### src/rtl/mul_pkg.sv
// Shared types and constants for the 16x16 shift-add multiplier.
// Latency: n/a (declarations only).
// Backpressure: n/a.
package mul_pkg;

  localparam int OP_W     = 16;
  localparam int PROD_W   = 32;
  localparam int MUL_ITER = 16;
  localparam int CNT_W    = 4;

  typedef enum logic [1:0] {
    IDLE = 2'd0,
    RUN  = 2'd1,
    FIX  = 2'd2,
    DONE = 2'd3
  } state_t;

endpackage

### src/rtl/shift_add_mul16_if.sv
// Operand/product handshake bundle for shift_add_mul16.
// Latency: n/a (wires only).
// Backpressure: valid/ready on both the operand and the product side.
interface shift_add_mul16_if;
  import mul_pkg::*;

  logic              in_valid;
  logic              in_ready;
  logic [OP_W-1:0]   A;
  logic [OP_W-1:0]   B;
  logic              out_valid;
  logic              out_ready;
  logic [PROD_W-1:0] P;
  logic              busy;

  // Producer/consumer side of the multiplier.
  modport master (
    output in_valid, A, B, out_ready,
    input  in_ready, out_valid, P, busy
  );

  // The multiplier itself.
  modport slave (
    input  in_valid, A, B, out_ready,
    output in_ready, out_valid, P, busy
  );
endinterface

### src/rtl/adder32.sv
// Plain 32-bit adder; carry-out is not produced.
// Latency: combinational.
// Backpressure: none.
module adder32 (
  input  logic [31:0] a_i,
  input  logic [31:0] b_i,
  output logic [31:0] S
);

  // Single shared add; wrap-around is the intended behaviour.
  always_comb begin
    S = a_i + b_i;
  end

endmodule

### src/rtl/shift_add_mul16.sv
// 16x16->32 sequential shift-add multiplier; SIGNED_MUL_EN selects two's-complement operands.
// Latency: out_valid 16 cycles after accept (17 with SIGNED_MUL_EN, extra FIX negate cycle).
// Backpressure: one operation in flight; in_ready only in IDLE, product held in DONE until out_ready.
module shift_add_mul16
  import mul_pkg::*;
(
  input  logic                clk,
  input  logic                rst_n,
  shift_add_mul16_if.slave    bus
);

  state_t              state_q, state_d;
  logic [PROD_W-1:0]   acc_q, acc_d;
  logic [PROD_W-1:0]   mcand_q, mcand_d;
  logic [OP_W-1:0]     mplier_q, mplier_d;
  logic [CNT_W-1:0]    cnt_q, cnt_d;
  logic [PROD_W-1:0]   add_a, add_b, add_s;
  logic [OP_W-1:0]     a_mag, b_mag;
  logic                accept;
  logic                last_iter;
`ifdef SIGNED_MUL_EN
  logic                neg_q, neg_d;
`endif

  assign accept    = bus.in_valid && (state_q == IDLE);
  assign last_iter = (cnt_q == CNT_W'(MUL_ITER - 1));

  adder32 u_add (
    .a_i (add_a),
    .b_i (add_b),
    .S   (add_s)
  );

`ifdef SIGNED_MUL_EN
  // Adder input mux: RUN accumulates, FIX negates acc, and IDLE reuses the
  // idle adder to form |A| in the low half and |B| in the high half at once.
  // A negative 16-bit value never produces a carry out of ~x+1, so the halves
  // cannot disturb each other.
  always_comb begin
    add_a = acc_q;
    add_b = mcand_q;
    if (state_q == IDLE) begin
      add_a = {(bus.B[OP_W-1] ? ~bus.B : bus.B), (bus.A[OP_W-1] ? ~bus.A : bus.A)};
      add_b = {{(OP_W-1){1'b0}}, bus.B[OP_W-1], {(OP_W-1){1'b0}}, bus.A[OP_W-1]};
    end else if (state_q == FIX) begin
      add_a = ~acc_q;
      add_b = {{(PROD_W-1){1'b0}}, 1'b1};
    end
  end

  assign a_mag = add_s[OP_W-1:0];
  assign b_mag = add_s[PROD_W-1:OP_W];
`else
  // Adder inputs: only the RUN accumulate uses the adder in the unsigned build.
  always_comb begin
    add_a = acc_q;
    add_b = mcand_q;
  end

  assign a_mag = bus.A;
  assign b_mag = bus.B;
`endif

  // FSM state register.
  always_ff @(posedge clk or negedge rst_n) begin
    if (!rst_n) state_q <= IDLE;
    else        state_q <= state_d;
  end

  // FSM next-state: fixed 16 RUN cycles, optional FIX, hold DONE until taken.
  always_comb begin
    state_d = state_q;
    case (state_q)
      IDLE: if (bus.in_valid) state_d = RUN;
`ifdef SIGNED_MUL_EN
      RUN:  if (last_iter) state_d = FIX;
      FIX:  state_d = DONE;
`else
      RUN:  if (last_iter) state_d = DONE;
`endif
      DONE: if (bus.out_ready) state_d = IDLE;
      default: state_d = IDLE;
    endcase
  end

  // FSM outputs: product is forced to zero unless it is being presented.
  always_comb begin
    bus.in_ready  = (state_q == IDLE);
    bus.busy      = (state_q != IDLE);
    bus.out_valid = (state_q == DONE);
    bus.P         = (state_q == DONE) ? acc_q : '0;
  end

  // Datapath next-state: load on accept, one shift-add step per RUN cycle.
  always_comb begin
    acc_d    = acc_q;
    mcand_d  = mcand_q;
    mplier_d = mplier_q;
    cnt_d    = cnt_q;
`ifdef SIGNED_MUL_EN
    neg_d    = neg_q;
`endif
    case (state_q)
      IDLE: begin
        if (accept) begin
          acc_d    = '0;
          mcand_d  = {{(PROD_W-OP_W){1'b0}}, a_mag};
          mplier_d = b_mag;
          cnt_d    = '0;
`ifdef SIGNED_MUL_EN
          neg_d    = bus.A[OP_W-1] ^ bus.B[OP_W-1];
`endif
        end
      end
      RUN: begin
        if (mplier_q[0]) acc_d = add_s;
        mcand_d  = mcand_q << 1;
        mplier_d = mplier_q >> 1;
        cnt_d    = cnt_q + 1'b1;
      end
`ifdef SIGNED_MUL_EN
      FIX: begin
        if (neg_q) acc_d = add_s;
      end
`endif
      default: ;
    endcase
  end

  // Datapath registers; reset discards any in-flight operation.
  always_ff @(posedge clk or negedge rst_n) begin
    if (!rst_n) begin
      acc_q    <= '0;
      mcand_q  <= '0;
      mplier_q <= '0;
      cnt_q    <= '0;
`ifdef SIGNED_MUL_EN
      neg_q    <= 1'b0;
`endif
    end else begin
      acc_q    <= acc_d;
      mcand_q  <= mcand_d;
      mplier_q <= mplier_d;
      cnt_q    <= cnt_d;
`ifdef SIGNED_MUL_EN
      neg_q    <= neg_d;
`endif
    end
  end

endmodule

### src/flat_wrapper.sv
// flat-port wrapper written by rule: the top's interface ports become plain ports
module shift_add_mul16_flat import mul_pkg::*;
  (clk, rst_n, bus_in_valid, bus_A, bus_B, bus_out_ready, bus_in_ready, bus_out_valid, bus_P, bus_busy);
  shift_add_mul16_if bus_i ();
  input  logic clk;
  input  logic rst_n;
  input wire logic [$bits(bus_i.in_valid)-1:0] bus_in_valid;
  input wire logic [$bits(bus_i.A)-1:0] bus_A;
  input wire logic [$bits(bus_i.B)-1:0] bus_B;
  input wire logic [$bits(bus_i.out_ready)-1:0] bus_out_ready;
  output wire logic [$bits(bus_i.in_ready)-1:0] bus_in_ready;
  output wire logic [$bits(bus_i.out_valid)-1:0] bus_out_valid;
  output wire logic [$bits(bus_i.P)-1:0] bus_P;
  output wire logic [$bits(bus_i.busy)-1:0] bus_busy;
  assign bus_i.in_valid = bus_in_valid;
  assign bus_i.A = bus_A;
  assign bus_i.B = bus_B;
  assign bus_i.out_ready = bus_out_ready;
  assign bus_in_ready = bus_i.in_ready;
  assign bus_out_valid = bus_i.out_valid;
  assign bus_P = bus_i.P;
  assign bus_busy = bus_i.busy;
  shift_add_mul16 u_core (.clk(clk), .rst_n(rst_n), .bus(bus_i));
endmodule
### config.mk
export PLATFORM = sky130hd
export DESIGN_NAME = shift_add_mul16_flat
export DESIGN_NICKNAME = d
export VERILOG_FILES = /design/src/rtl/mul_pkg.sv /design/src/rtl/shift_add_mul16_if.sv /design/src/rtl/adder32.sv /design/src/rtl/shift_add_mul16.sv /design/src/flat_wrapper.sv
export SDC_FILE = /design/constraint.sdc
export NUM_CORES = 1
export LEC_CHECK = 0
export BUFFER_PORTS_ARGS = -buffer_cell sky130_fd_sc_hd__buf_2
export CAP_MARGIN = 10
export CORE_MARGIN = 2
export CORE_UTILIZATION = 50
export CTS_CLUSTER_DIAMETER = 150
export DETAILED_ROUTE_END_ITERATION = 8
export PLACE_DENSITY = 0.67
export SKIP_LAST_GASP = 1
export SYNTH_ARGS = -nofsm -noshare
export SYNTH_HDL_FRONTEND = slang
export SYNTH_SLANG_ARGS = --single-unit
### constraint.sdc
create_clock -name clk -period 4.8 [get_ports clk]
set_clock_uncertainty 0.05 [all_clocks]
set_input_delay 0 -clock clk [delete_from_list [all_inputs] [get_ports clk]]
set_output_delay 0 -clock clk [all_outputs]
set_load 0.05 [all_outputs]
==> results.cfg <==
[outcome]
status = completed

[placed_design]
dpl_worst_slack_ps = 2070
dpl.hpwl_um = 8960
portBuffers = 70
post_dp_cell_area_um2 = 5810
gp_congestion = 0.847

[clock_network]
clock_sinks = 86
numCtsBuffers = 9
cts.reportedPaths.clkPinSlew_ps = 80
cts_tree = done
postCtsSetupRepairBufs = 0
clk_latency_ps = 370
cts_root_buf = clkbuf_8
ctsHtreeMaxLevel = 3
max-clock-path-buffers = 2

[routing]
drt_iter0_markers = 260
routed_wl_um = 13300
wl_per_cell_um = 15.5
drc_errors = 0
vias_per_cell = 5.63
drt_first_pass_iters = 5
ant_nets = 0
num_vias = 4846

[die]
dieArea_um2 = 11600
ios = 71
design.core.area_um2 = 10400
dieHeight_um = 108
start_util_pct = 51.8
dieWidth_um = 108
num_rows = 37

[setup_path]
startpoint_type = flip-flop
r2r_setup_slack_ps = 2030
rr_worst_depth = 8
crit_fanout = 36
worstPathArrival_ps = 2930
cp-end-kind = flip-flop
crit_path_end = u_core.acc_q[31]
criticalPathCategory = flip-flop to flip-flop
crit_required_ps = 4960
timing.rr.end = u_core.acc_q[31]
r2r_start = u_core.state_q[1]
crit_start = u_core.state_q[1]

[timing]
timing.slew.headroom_pct = 29.4
finalSetupViolCount = 0
period_share_pct = 57.8
hold_ws_ps = 41.2
slew_viol_final = 0
rsz0062_at_grt = no
fmaxAchievable_mhz = 361
fin_crit_ps = 2770
worst_pin_slew_ps = 1060
fin_tns_setup_ps = 0
hold_viol = 0
final.setup.worst_slack_ps = 2030

[logic_synthesis]
synth_cells = 630
ys_warn_count = 0
ys.flop_type = dfrtp_1
synth_area_leaders = dfrtp_1 (40%), nand2_1 (9.3%), ha_1 (7.5%), and3_1 (4.1%), a21oi_1 (3.3%)
ys_seq_elements = 86
syn_nets = 699
synth_most_common_cell = nand2_1
syn_area_per_cell_um2 = 8.53
synth_edf_count = 0
synth_seq_area_share_pct = 40.0
yosysTopAreaCellShare_pct = 40.0
synth_commonest_cells = nand2_1 (133), dfrtp_1 (86), nor2_1 (46)
async_reset_ff_share_pct = 100
yosysTopAreaCell = dfrtp_1
ys_types = 57
synth_area_um2 = 5370

[grt]
antenna_found_initial = 0
grt_pass1_wl_um = 22700
grt_pass1_vias = 4798
grt_max_degree = 78
grt_use_total_pct = 24.8
grt_overflow = 0

[layout]
area.growth.synth_to_final_pct = 17.8
fin_area_um2 = 6330
diodes = 0
drive_above_1_share_pct = 16.2
nNetsFinal = 789

[worst_hold_path]
hold_path_class = input pin to async pin

[pwr]
vdd_drop_max_mv = 0.517
power_density_nw_per_um2 = 838
power_leakage_nw = 3.20

[job]
cap_violations = 0
-- timing repair --
item	4_1_cts	5_1_grt
endpoints found under the hold margin	62	0
hold buffers	35	0
endpoints found under the setup margin	0	0
gates resized for setup	0	0
-- cell type report --
cell class                 count  area [µm²]
sequential                    86        2150
multi-input combinational    499        3030
clock inverter                 1        5.00
fill                         951        4040
tap                          136         170
clock buffer                  14         163
timing repair buffer         113         763
inverter                      11        41.3
-- metal layers --
metal	part of all wire, %	GRT usage [%]	up-vias
li1	-	-	2403
met1	46	33.1	2312
met2	47	40.7	118
met3	4.5	4.00	13
met4	1.5	9.43	0
met5	0	0	-
-- critical path: stages (launching register included) --
cell,delay [ps]
dfrtp_1,350
buf_4,350
nor2b_1,110
buf_4,190
nand2_1,780
nor3_1,110
and3_1,240
o31ai_1,270
o311ai_1,140
-- per-stage QoR --
stage               utilization (%)  std cells  total power, mW
floorplan                         -        630             4.11
global placement               56.0        810             4.71
detailed placement             56.0        810             4.79
CTS                            61.0        860             5.30
global route                   61.0        860             5.82
finish                         61.0        860             5.30
-- cells by family after synthesis --
| logic type | count (synthesis) | share of synthesized area [%] |
|---|---|---|
| and+or+nand+nor | 269 | 22.8 |
| adders and majority gates | 33 | 7.82 |
| DFF | 86 | 40.0 |
| buffers and inverters | 45 | 3.59 |
| xor gates and xnor gates | 28 | 4.56 |
| AOI/OAI and AO/OA | 169 | 21.2 |
-- cell usage in the layout, fill, tap and decap left out, types with 3 or more instances in the layout --
cell type,Yosys,final
o21ai_0,18,18
and3_1,35,35
ha_1,32,32
xnor2_1,11,11
nand2b_1,3,3
buf_2,1,69
dlygate4sd3_1,0,35
a22o_1,4,4
nand4_1,3,3
o21ai_1,24,24
buf_4,2,9
o21ai_2,7,7
o22ai_1,7,7
inv_1,11,11
nand3_1,26,26
dfrtp_1,86,86
nor2_1,46,45
nand2_1,133,132
a21oi_1,35,35
o211ai_1,4,4
clkbuf_8,0,11
a21o_1,19,19
clkbuf_1,25,3
a31oi_1,26,26
o21bai_1,4,4
nor2b_1,3,3
and2_1,4,4
nor3_1,6,6
xor2_1,17,17
-- report_power, final --
part / internal, mW / switching (mW) / total (mW)
Sequential: 1.10 / 0.286 / 1.39
Clock: 0.214 / 0.257 / 0.471
Combinational: 1.37 / 2.07 / 3.44
-- worst min-delay path by stage --
stage               slack (ps)  start               end  cells past startpoint
CTS                         40  rst_n  u_core.add_b[14]                      2
detailed placement         -90  rst_n  u_core.add_b[15]                      1
floorplan                 -350  rst_n   u_core.acc_q[0]                      0
global route                70  rst_n  u_core.acc_q[12]                      2
global placement          -100  rst_n  u_core.add_b[14]                      1
finish                      40  rst_n  u_core.add_b[14]                      2
-- sequential cells by signal (all words and copies together) (netlist names) --
register and cells:
u_core.acc_q 32, u_core.add_b 32, u_core.state_q 2, u_core.cnt_q 4, u_core.mplier_q 16
Note: power is estimated with default switching activity, not from simulation.
